<file path="config.mk">
export PLATFORM = sky130hd
export DESIGN_NAME = easyaxi_rd_arb
export DESIGN_NICKNAME = d
export VERILOG_FILES = /design/src/rtl/easyaxi_rd_arb.sv
export SDC_FILE = /design/constraint.sdc
export NUM_CORES = 1
export LEC_CHECK = 0
export ABC_AREA = 1
export CORE_ASPECT_RATIO = 0.5
export CORE_UTILIZATION = 28
export CTS_CLUSTER_DIAMETER = 40
export DETAILED_ROUTE_END_ITERATION = 8
export PLACE_DENSITY_LB_ADDON = 0.1
export SLEW_MARGIN = 20
export SYNTH_ARGS = -nofsm -noshare
export SYNTH_HDL_FRONTEND = slang
export SYNTH_SLANG_ARGS = --single-unit
</file>
<file path="constraint.sdc">
create_clock -name clk -period 2.4 [get_ports clk]
set_input_delay 0.48 -clock clk [delete_from_list [all_inputs] [get_ports clk]]
set_output_delay 0.48 -clock clk [all_outputs]
set_load 0.03 [all_outputs]
</file>
<file path="src/rtl/easyaxi_rd_arb.sv">
// easyaxi_rd_arb: shares one in-order AXI read slave between two AXI read
// masters. Round-robin AR arbitration with a grant lock that keeps the AR
// channel stable until the slave accepts. A 1-bit-per-entry order FIFO
// records the owner of each accepted burst, and R beats are steered to that
// owner.

`ifndef AXI_ID_W
`define AXI_ID_W 4
`endif
`ifndef AXI_ADDR_W
`define AXI_ADDR_W 32
`endif
`ifndef AXI_LEN_W
`define AXI_LEN_W 8
`endif
`ifndef AXI_SIZE_W
`define AXI_SIZE_W 3
`endif
`ifndef AXI_BURST_W
`define AXI_BURST_W 2
`endif
`ifndef AXI_DATA_W
`define AXI_DATA_W 32
`endif
`ifndef AXI_RESP_W
`define AXI_RESP_W 2
`endif

module easyaxi_rd_arb #(
    parameter int OST_DEPTH = 8,
    parameter int OST_CNT_W = $clog2(OST_DEPTH)
) (
    input  logic                      clk,
    input  logic                      rst_n,
    input  logic                      enable,
    // master 0 AR
    input  logic                      m0_arvalid,
    output logic                      m0_arready,
    input  logic [`AXI_ID_W-1:0]      m0_arid,
    input  logic [`AXI_ADDR_W-1:0]    m0_araddr,
    input  logic [`AXI_LEN_W-1:0]     m0_arlen,
    input  logic [`AXI_SIZE_W-1:0]    m0_arsize,
    input  logic [`AXI_BURST_W-1:0]   m0_arburst,
    // master 1 AR
    input  logic                      m1_arvalid,
    output logic                      m1_arready,
    input  logic [`AXI_ID_W-1:0]      m1_arid,
    input  logic [`AXI_ADDR_W-1:0]    m1_araddr,
    input  logic [`AXI_LEN_W-1:0]     m1_arlen,
    input  logic [`AXI_SIZE_W-1:0]    m1_arsize,
    input  logic [`AXI_BURST_W-1:0]   m1_arburst,
    // master 0 R
    output logic                      m0_rvalid,
    input  logic                      m0_rready,
    output logic [`AXI_ID_W-1:0]      m0_rid,
    output logic [`AXI_DATA_W-1:0]    m0_rdata,
    output logic [`AXI_RESP_W-1:0]    m0_rresp,
    output logic                      m0_rlast,
    // master 1 R
    output logic                      m1_rvalid,
    input  logic                      m1_rready,
    output logic [`AXI_ID_W-1:0]      m1_rid,
    output logic [`AXI_DATA_W-1:0]    m1_rdata,
    output logic [`AXI_RESP_W-1:0]    m1_rresp,
    output logic                      m1_rlast,
    // slave AR
    output logic                      s_arvalid,
    input  logic                      s_arready,
    output logic [`AXI_ID_W-1:0]      s_arid,
    output logic [`AXI_ADDR_W-1:0]    s_araddr,
    output logic [`AXI_LEN_W-1:0]     s_arlen,
    output logic [`AXI_SIZE_W-1:0]    s_arsize,
    output logic [`AXI_BURST_W-1:0]   s_arburst,
    // slave R
    input  logic                      s_rvalid,
    output logic                      s_rready,
    input  logic [`AXI_ID_W-1:0]      s_rid,
    input  logic [`AXI_DATA_W-1:0]    s_rdata,
    input  logic [`AXI_RESP_W-1:0]    s_rresp,
    input  logic                      s_rlast
);

    localparam logic [0:0] ST_IDLE = 1'b0;
    localparam logic [0:0] ST_LOCK = 1'b1;

    localparam logic [OST_CNT_W-1:0] PTR_ONE = {{(OST_CNT_W-1){1'b0}}, 1'b1};
    localparam logic [OST_CNT_W:0]   CNT_ONE = {{OST_CNT_W{1'b0}}, 1'b1};

    logic [0:0]           state_q, state_d;
    logic                 gnt_q, gnt_d;
    logic                 rr_q, rr_d;
    logic [OST_DEPTH-1:0] fifo_q, fifo_d;
    logic [OST_CNT_W-1:0] wr_ptr_q, wr_ptr_d;
    logic [OST_CNT_W-1:0] rd_ptr_q, rd_ptr_d;
    logic [OST_CNT_W:0]   cnt_q, cnt_d;

    logic full, nonempty, head;
    logic win, sel, ar_hs, push, pop;

    // count never exceeds OST_DEPTH (a power of 2), so its MSB alone means full
    assign full     = cnt_q[OST_CNT_W];
    assign nonempty = (cnt_q != '0);
    assign head     = fifo_q[rd_ptr_q];

    // AR arbitration and payload mux; the lock owns the channel once entered
    always_comb begin
        win = 1'b0;
        if (m0_arvalid && m1_arvalid) win = rr_q;
        else if (m1_arvalid)          win = 1'b1;

        if (state_q == ST_LOCK) begin
            sel       = gnt_q;
            s_arvalid = rst_n;
        end else begin
            sel       = win;
            s_arvalid = rst_n & enable & ~full & (m0_arvalid | m1_arvalid);
        end

        s_arid    = sel ? m1_arid    : m0_arid;
        s_araddr  = sel ? m1_araddr  : m0_araddr;
        s_arlen   = sel ? m1_arlen   : m0_arlen;
        s_arsize  = sel ? m1_arsize  : m0_arsize;
        s_arburst = sel ? m1_arburst : m0_arburst;

        m0_arready = s_arvalid & ~sel & s_arready;
        m1_arready = s_arvalid &  sel & s_arready;
        ar_hs      = s_arvalid & s_arready;
    end

    // R steering from the FIFO head; nothing is forwarded with no burst owed
    always_comb begin
        m0_rvalid = s_rvalid & nonempty & ~head;
        m1_rvalid = s_rvalid & nonempty &  head;
        s_rready  = nonempty & (head ? m1_rready : m0_rready);
        pop       = s_rvalid & s_rready & s_rlast;
        push      = ar_hs;
        m0_rid    = s_rid;   m1_rid   = s_rid;
        m0_rdata  = s_rdata; m1_rdata = s_rdata;
        m0_rresp  = s_rresp; m1_rresp = s_rresp;
        m0_rlast  = s_rlast; m1_rlast = s_rlast;
    end

    // next-state for lock FSM, round-robin pointer and order FIFO
    always_comb begin
        state_d  = state_q;
        gnt_d    = gnt_q;
        rr_d     = rr_q;
        fifo_d   = fifo_q;
        wr_ptr_d = wr_ptr_q;
        rd_ptr_d = rd_ptr_q;
        cnt_d    = cnt_q;

        if (state_q == ST_IDLE) begin
            if (s_arvalid && !s_arready) begin
                state_d = ST_LOCK;
                gnt_d   = win;
            end
        end else if (s_arready) begin
            state_d = ST_IDLE;
        end

        if (ar_hs) rr_d = ~sel;

        if (push) begin
            fifo_d[wr_ptr_q] = sel;
            wr_ptr_d         = wr_ptr_q + PTR_ONE;
        end
        if (pop) rd_ptr_d = rd_ptr_q + PTR_ONE;

        case ({push, pop})
            2'b10:   cnt_d = cnt_q + CNT_ONE;
            2'b01:   cnt_d = cnt_q - CNT_ONE;
            default: cnt_d = cnt_q;
        endcase
    end

    // state registers, cleared asynchronously
    always_ff @(posedge clk or negedge rst_n) begin
        if (!rst_n) begin
            state_q  <= ST_IDLE;
            gnt_q    <= 1'b0;
            rr_q     <= 1'b0;
            fifo_q   <= '0;
            wr_ptr_q <= '0;
            rd_ptr_q <= '0;
            cnt_q    <= '0;
        end else begin
            state_q  <= state_d;
            gnt_q    <= gnt_d;
            rr_q     <= rr_d;
            fifo_q   <= fifo_d;
            wr_ptr_q <= wr_ptr_d;
            rd_ptr_q <= rd_ptr_d;
            cnt_q    <= cnt_d;
        end
    end

endmodule

</file>
==> flow_summary.yaml, run 1 <==
floorplan:
  ios: 279
  core_um2: 8200
  die_area_um2: 9090
  die_h_um: 67.9
  die_width_um: 134
  initial_core_util: 0.297
  rows: 23
detailed_routing:
  wl_per_cell_um: 14.5
  route.detailed.drc: 0
  drt_iter0_markers: 135
  antenna_left: 0
  num_vias: 2530
  vias_per_cell: 4.07
  drt_wl_total_um: 9020
  drt_first_pass_iters: 5
timing:
  setup_ws_ns: 0.118
  period_minus_slack_ns: 2.28
  rsz0062_at_grt: "yes"
  slew_headroom: 0.795
  maxSlewViolCount: 0
  final-hold-violation-count: 0
  fin_skew_ns: 0.00531
  worst_pin_slew_ns: 0.306
  setup_viol: 0
  fmax_ghz: 0.438
  fin_crit_sh: 0.951
clock_network:
  cts_buffers: 3
  hold_buffers: 0
  cts_sinks: 21
  clk_path_buf_depth: 2
  clk_latency_ns: 0.26
  htree_levels: 1
  cts-root-buf: "clkbuf_16"
  path_clk_slew_ns: 0.06
  tritoncts: "yes"
yosys:
  yosys_warnings: 0
  avgSynthCellArea_um2: 6.10
  synth_nets: 551
  synthesis.area_um2: 2430
  synth_top_area_cell: "nand2_1"
  yosysMostFrequentCell: "nand2_1"
  synthTopCellsByCount: "nand2_1, buf_4, inv_1"
  async_reset_ff_frac: 1.00
  ys.flop_type: "dfrtp_1"
  synth_cell_types: 21
  synth_cells: 399
  yosys-top-cells-area: "nand2_1, buf_4, dfrtp_1"
  netlist.area_leader.share: 0.284
  synth_seq_cells: 21
  yosysSeqAreaShare: 0.216
  synth-edff-count: 0
worst_setup_path:
  crit_arrival_ns: 1.80
  crit_type: "input pin to output port"
  slowest_delay_ns: 0.49
  critical_path.cell_chain: "clkdlybuf4s50_1 > nand3_1 > o21ai_1 > nand2_1 > buf_4 > nor2_1 > buf_4"
  critPathRequiredTime_ns: 1.92
  cpMostUsedCell: "buf_4"
  end_kind: "output port"
  cpMaxStageDelayCell: "clkdlybuf4s50_1"
  start_kind: "input pin"
  cp_max_fo: 7
layout:
  fin_nets: 662
  fin_cells: 621
  regArea_um2: 527
  final_layout_size_suffix_gt1_frac: 0.206
  multiInputGateArea_um2: 1190
  area_delta_synth_final_pct: 61.8
  n_antenna_cell: 0
  utilization: 0.480
  n_fill_cell: 848
pwr:
  power.share.combinational: 0.710
  power_mw: 3.44
  ir_worst_vdd_mv: 0.343
  p_int_mw: 1.81
  seq_power_share: 0.185
  power.switching_mw: 1.62
  power_frac_clock: 0.105
  power_density_nw_per_um2: 873
  power.share.switching: 0.472
  p_leak_nw: 2.03
placed_design:
  port_buffers: 164
  hpwl_um: 7700
  place_congestion: 0.778
  dp.cells: 614
  place_ws_ns: -0.316
job:
  maxCapViolations: 0
hold_path:
  hold_path_class: "input pin to async pin"
global_route:
  grt_max_degree: 23
  grt_pass1_wl_um: 12800
  grt_use_total: 0.185
  grt_overflow_total: 0
  antenna_found_initial: 0
  grt_pass1_vias: 2259
status:
  status: "complete, no violations"
[critical path: cells and delay by family]
family,cells,cell delay (ns)
AO/OA/AOI/OAI,1,0.16
AND/OR/NAND/NOR,3,0.32
buffers and inverters,3,0.84
[per-stage QoR]
stage | hold slack, ns | setup TNS (ns) | cell area [um^2]
after detailed placement | 0.476 | -0.922 | 3670
after global routing | 0.390 | -0.0205 | 3940
after floorplan | 0.184 | 0 | 2430
after CTS | 0.380 | -0.0514 | 3790
after global placement | 0.467 | -1.52 | 3670
final | 0.395 | 0 | 3940
[per-layer routing]
| metal | global-route usage | part of all wire | vias up |
|---|---|---|---|
| li1 | - | - | 1355 |
| met4 | 0.0384 | 0.012 | 0 |
| met3 | 0.0785 | 0.10 | 15 |
| met5 | 0 | 0 | - |
| met2 | 0.277 | 0.45 | 108 |
| met1 | 0.245 | 0.44 | 1052 |
[flip-flops by register name, summed over array words and instances (netlist names)]
| signal | cells |
|---|---|
| rr_q | 1 |
| rd_ptr_q | 3 |
| gnt_q | 1 |
| fifo_q | 8 |
| wr_ptr_q | 3 |
| cnt_q | 4 |
| state_q | 1 |
[path summary, 6_finish.rpt]
path / from / end / slack [ns] / cells past startpoint
worst max register to register: rd_ptr_q[0]$_DFFE_PN0P_ / cnt_q[3]$_DFFE_PN0P_ / 0.20 / 15
worst max-delay path: enable / m1_arready / 0.12 / 7
min in group clk: fifo_q[6]$_DFFE_PN0P_ / fifo_q[6]$_DFFE_PN0P_ / 0.48 / 2
max in group asynchronous: rst_n / rd_ptr_q[0]$_DFFE_PN0P_ / 1.71 / 2
worst min register to register: fifo_q[6]$_DFFE_PN0P_ / fifo_q[6]$_DFFE_PN0P_ / 0.48 / 2
worst min-delay path: rst_n / state_q$_DFF_PN0_ / 0.39 / 2
[area by class of cell]
cell class / instances / area share
clock buffer: 3 / 0.0191
clock inverter: 1 / 0.00127
inverter: 27 / 0.0270
multi-input combinational: 260 / 0.303
sequential: 21 / 0.134
tap: 112 / 0.0356
timing repair buffer: 197 / 0.480
[cell usage in the layout, fill, tap and decap left out]
cell,n
clkinv_2,1
buf_6,20
dlygate4sd2_1,3
clkdlybuf4s50_1,106
buf_12,3
o21ai_1,3
buf_4,62
nand3_2,3
nor2_1,15
nand3b_1,1
nand3_1,22
inv_4,2
dfrtp_1,20
ha_4,2
a21oi_1,4
nand2_1,180
fa_1,1
xor2_1,5
clkbuf_16,4
o21ai_0,13
dlymetal6s2s_1,2
xnor2_1,1
dfrtp_2,1
ha_1,3
o21ai_4,1
nand2_2,6
inv_1,25
[logic make-up after synthesis]
logic type | Yosys count | synth area share
flops | 21 | 0.216
buf+inv | 118 | 0.315
simple gates | 227 | 0.369
xor+xnor | 6 | 0.0216
fa+ha+maj | 6 | 0.0340
compound gates | 21 | 0.0448
[power by group through the flow]
stage               registers (mW)  clock network, mW  logic, mW
floorplan                    0.596                  0       1.58
global placement             0.629                  0       2.31
detailed placement           0.630                  0       2.31
CTS                          0.626              0.368       2.34
global route                 0.658              0.382       2.67
finish                       0.636              0.361       2.44
[timing repair]
item                                    4_1_cts  5_1_grt
endpoints found under the setup margin       26       54
gates resized for setup                      10       27
cloned                                        0        1
pin swaps                                     0        6
setup buffers                                 1        1
Note: power is estimated with default switching activity, not from simulation.
==> run 2, diff against run 1 <==
--- a/config.mk
+++ b/config.mk
@@ -7,6 +7,7 @@
 export LEC_CHECK = 0
 export ABC_AREA = 1
 export CORE_ASPECT_RATIO = 0.5
+export CORE_MARGIN = 10
 export CORE_UTILIZATION = 28
 export CTS_CLUSTER_DIAMETER = 40
 export DETAILED_ROUTE_END_ITERATION = 8
==> run 2 against run 1 <==
Net effect:
- setup slack better by 0.033 ns
- largest power group unchanged
- clock skew is 0.00077 ns lower
- die area is 44% higher
- maximum frequency is 1.5% higher
- critical endpoint unchanged
==> flow_summary.yaml, run 2 (synthesis results as in run 1) <==
status:
  status: "complete, no violations"
global_route:
  grt_max_degree: 23
  grt_pass1_vias: 2537
  grt_pass1_wl_um: 14800
  antenna_found_initial: 0
  grt_use_total: 0.137
  grt_overflow_total: 0
timing:
  setup_viol: 0
  fmax_ghz: 0.445
  final-hold-violation-count: 0
  slew_headroom: 0.788
  rsz0062_at_grt: "no"
  period_minus_slack_ns: 2.25
  maxSlewViolCount: 0
  fin_skew_ns: 0.00453
  tns_ns: 0
  worst_pin_slew_ns: 0.317
  fin_crit_sh: 0.937
placed_design:
  port_buffers: 164
  placed_area_um2: 3670
  place_congestion: 0.761
  hpwl_um: 8640
pwr:
  power.share.switching: 0.479
  p_int_mw: 1.75
  power_mw: 3.36
  power_density_nw_per_um2: 876
  ir_worst_vdd_mv: 0.407
  power.share.combinational: 0.706
  power.switching_mw: 1.61
  power_frac_clock: 0.105
  p_leak_nw: 1.98
  seq_power_share: 0.189
clock_network:
  clk_path_buf_depth: 2
  hold_buffers: 0
  htree_levels: 1
  tritoncts: "yes"
  cts-root-buf: "clkbuf_16"
  cts_sinks: 21
  cts_buffers: 3
  clk_latency_ns: 0.25
  path_clk_slew_ns: 0.06
floorplan:
  die_width_um: 152
  die_h_um: 85.9
  ios: 279
  initial_core_util: 0.296
  die_area_um2: 13000
  rows: 23
  core_um2: 8230
layout:
  largest_reg_flops: 8
  fin_nets: 654
  final_cell_area_um2: 3840
  top_register: "fifo_q"
  final_common_cell: "nand2_1"
  area_delta_synth_final_pct: 57.8
  multiInputGateArea_um2: 1190
  regArea_um2: 527
  final_cell_mix: "nand2_1, clkdlybuf4s50_1, buf_4, inv_1, nand3_1"
  n_fill_cell: 857
  final_layout_size_suffix_gt1_frac: 0.190
  reg_top3: "fifo_q x8, cnt_q x4"
  n_antenna_cell: 0
detailed_routing:
  wl_per_cell_um: 15.9
  num_vias: 2475
  vias_per_cell: 4.04
  drt_iter0_markers: 99
  drt_first_pass_iters: 4
  drt_wl_total_um: 9740
  antenna_left: 0
  route.detailed.drc: 0
worst_setup_path:
  worstReg2RegEnd: "cnt_q[2]$_DFFE_PN0P_"
  worstRegToRegCells: 14
  crit_path_end: "m1_arready"
  regToRegSetupSlack_ns: 0.22
  critPathRequiredTime_ns: 1.92
  r2r-start: "rd_ptr_q[0]$_DFFE_PN0P_"
  crit_arrival_ns: 1.77
  startpoint: "enable"
  crit_type: "input pin to output port"
  end_kind: "output port"
  start_kind: "input pin"
  cp_max_fo: 7
job:
  maxCapViolations: 0
hold_path:
  hold_path_class: "input pin to async pin"
run 2: stage by stage:
stage	util	worst slack (ns)	hold WS (ns)	instances
2_1_floorplan	-	0.164	0.184	399
3_3_place_gp	0.446	-0.255	0.467	608
3_5_place_dp	0.446	-0.301	0.475	608
4_1_cts	0.455	0.00930	0.379	612
5_1_grt	0.466	0.0150	0.395	613
6_report	0.466	0.152	0.367	613
run 2: layout make-up:
class	instances	share of cell area
clock buffers	3	0.0196
well taps	112	0.0365
inverters	27	0.0271
clock inverters	1	0.00130
flip-flops and latches	21	0.137
multi-input cells	260	0.311
repair buffers	189	0.467
run 2: worst min-delay path by stage:
stage               slack (ns)                    end             startpoint  cells after the start
floorplan                 0.18   cnt_q[0]$_DFFE_PN0P_                  rst_n                      0
global placement          0.47  fifo_q[7]$_DFFE_PN0P_  fifo_q[7]$_DFFE_PN0P_                      2
detailed placement        0.47       rr_q$_DFFE_PN0P_       rr_q$_DFFE_PN0P_                      2
CTS                       0.38       rr_q$_DFFE_PN0P_                  rst_n                      2
global route              0.39      gnt_q$_DFFE_PN0P_                  rst_n                      2
finish                    0.37       rr_q$_DFFE_PN0P_                  rst_n                      2
run 2: critical path, stage by stage:
cell             delay [ns]
clkdlybuf4s50_1        0.47
nand3_1                0.07
o21ai_1                0.16
nand2_1                0.13
buf_4                  0.19
nor2_1                 0.11
buf_4                  0.17
run 2: routing by layer:
| metal | up-vias | routed length [um] | track usage |
|---|---|---|---|
| met2 | 94 | 5210 | 0.263 |
| li1 | 1338 | - | - |
| met1 | 1037 | 3530 | 0.136 |
| met5 | - | 0 | 0 |
| met3 | 6 | 883 | 0.0558 |
| met4 | 0 | 116 | 0.0339 |
run 2: power by group through the flow:
stage	registers [mW]	clock network, mW	logic, mW
after global routing	0.660	0.385	2.63
after detailed placement	0.629	0	2.32
after CTS	0.629	0.362	2.32
after global placement	0.630	0	2.32
final	0.634	0.354	2.37
after floorplan	0.596	0	1.58
run 2: timing repair:
action                                  CTS  global route
endpoints found under the setup margin   52            54
buffers inserted                          0             1
pin swaps                                 0             1
gates resized for setup                   5            16
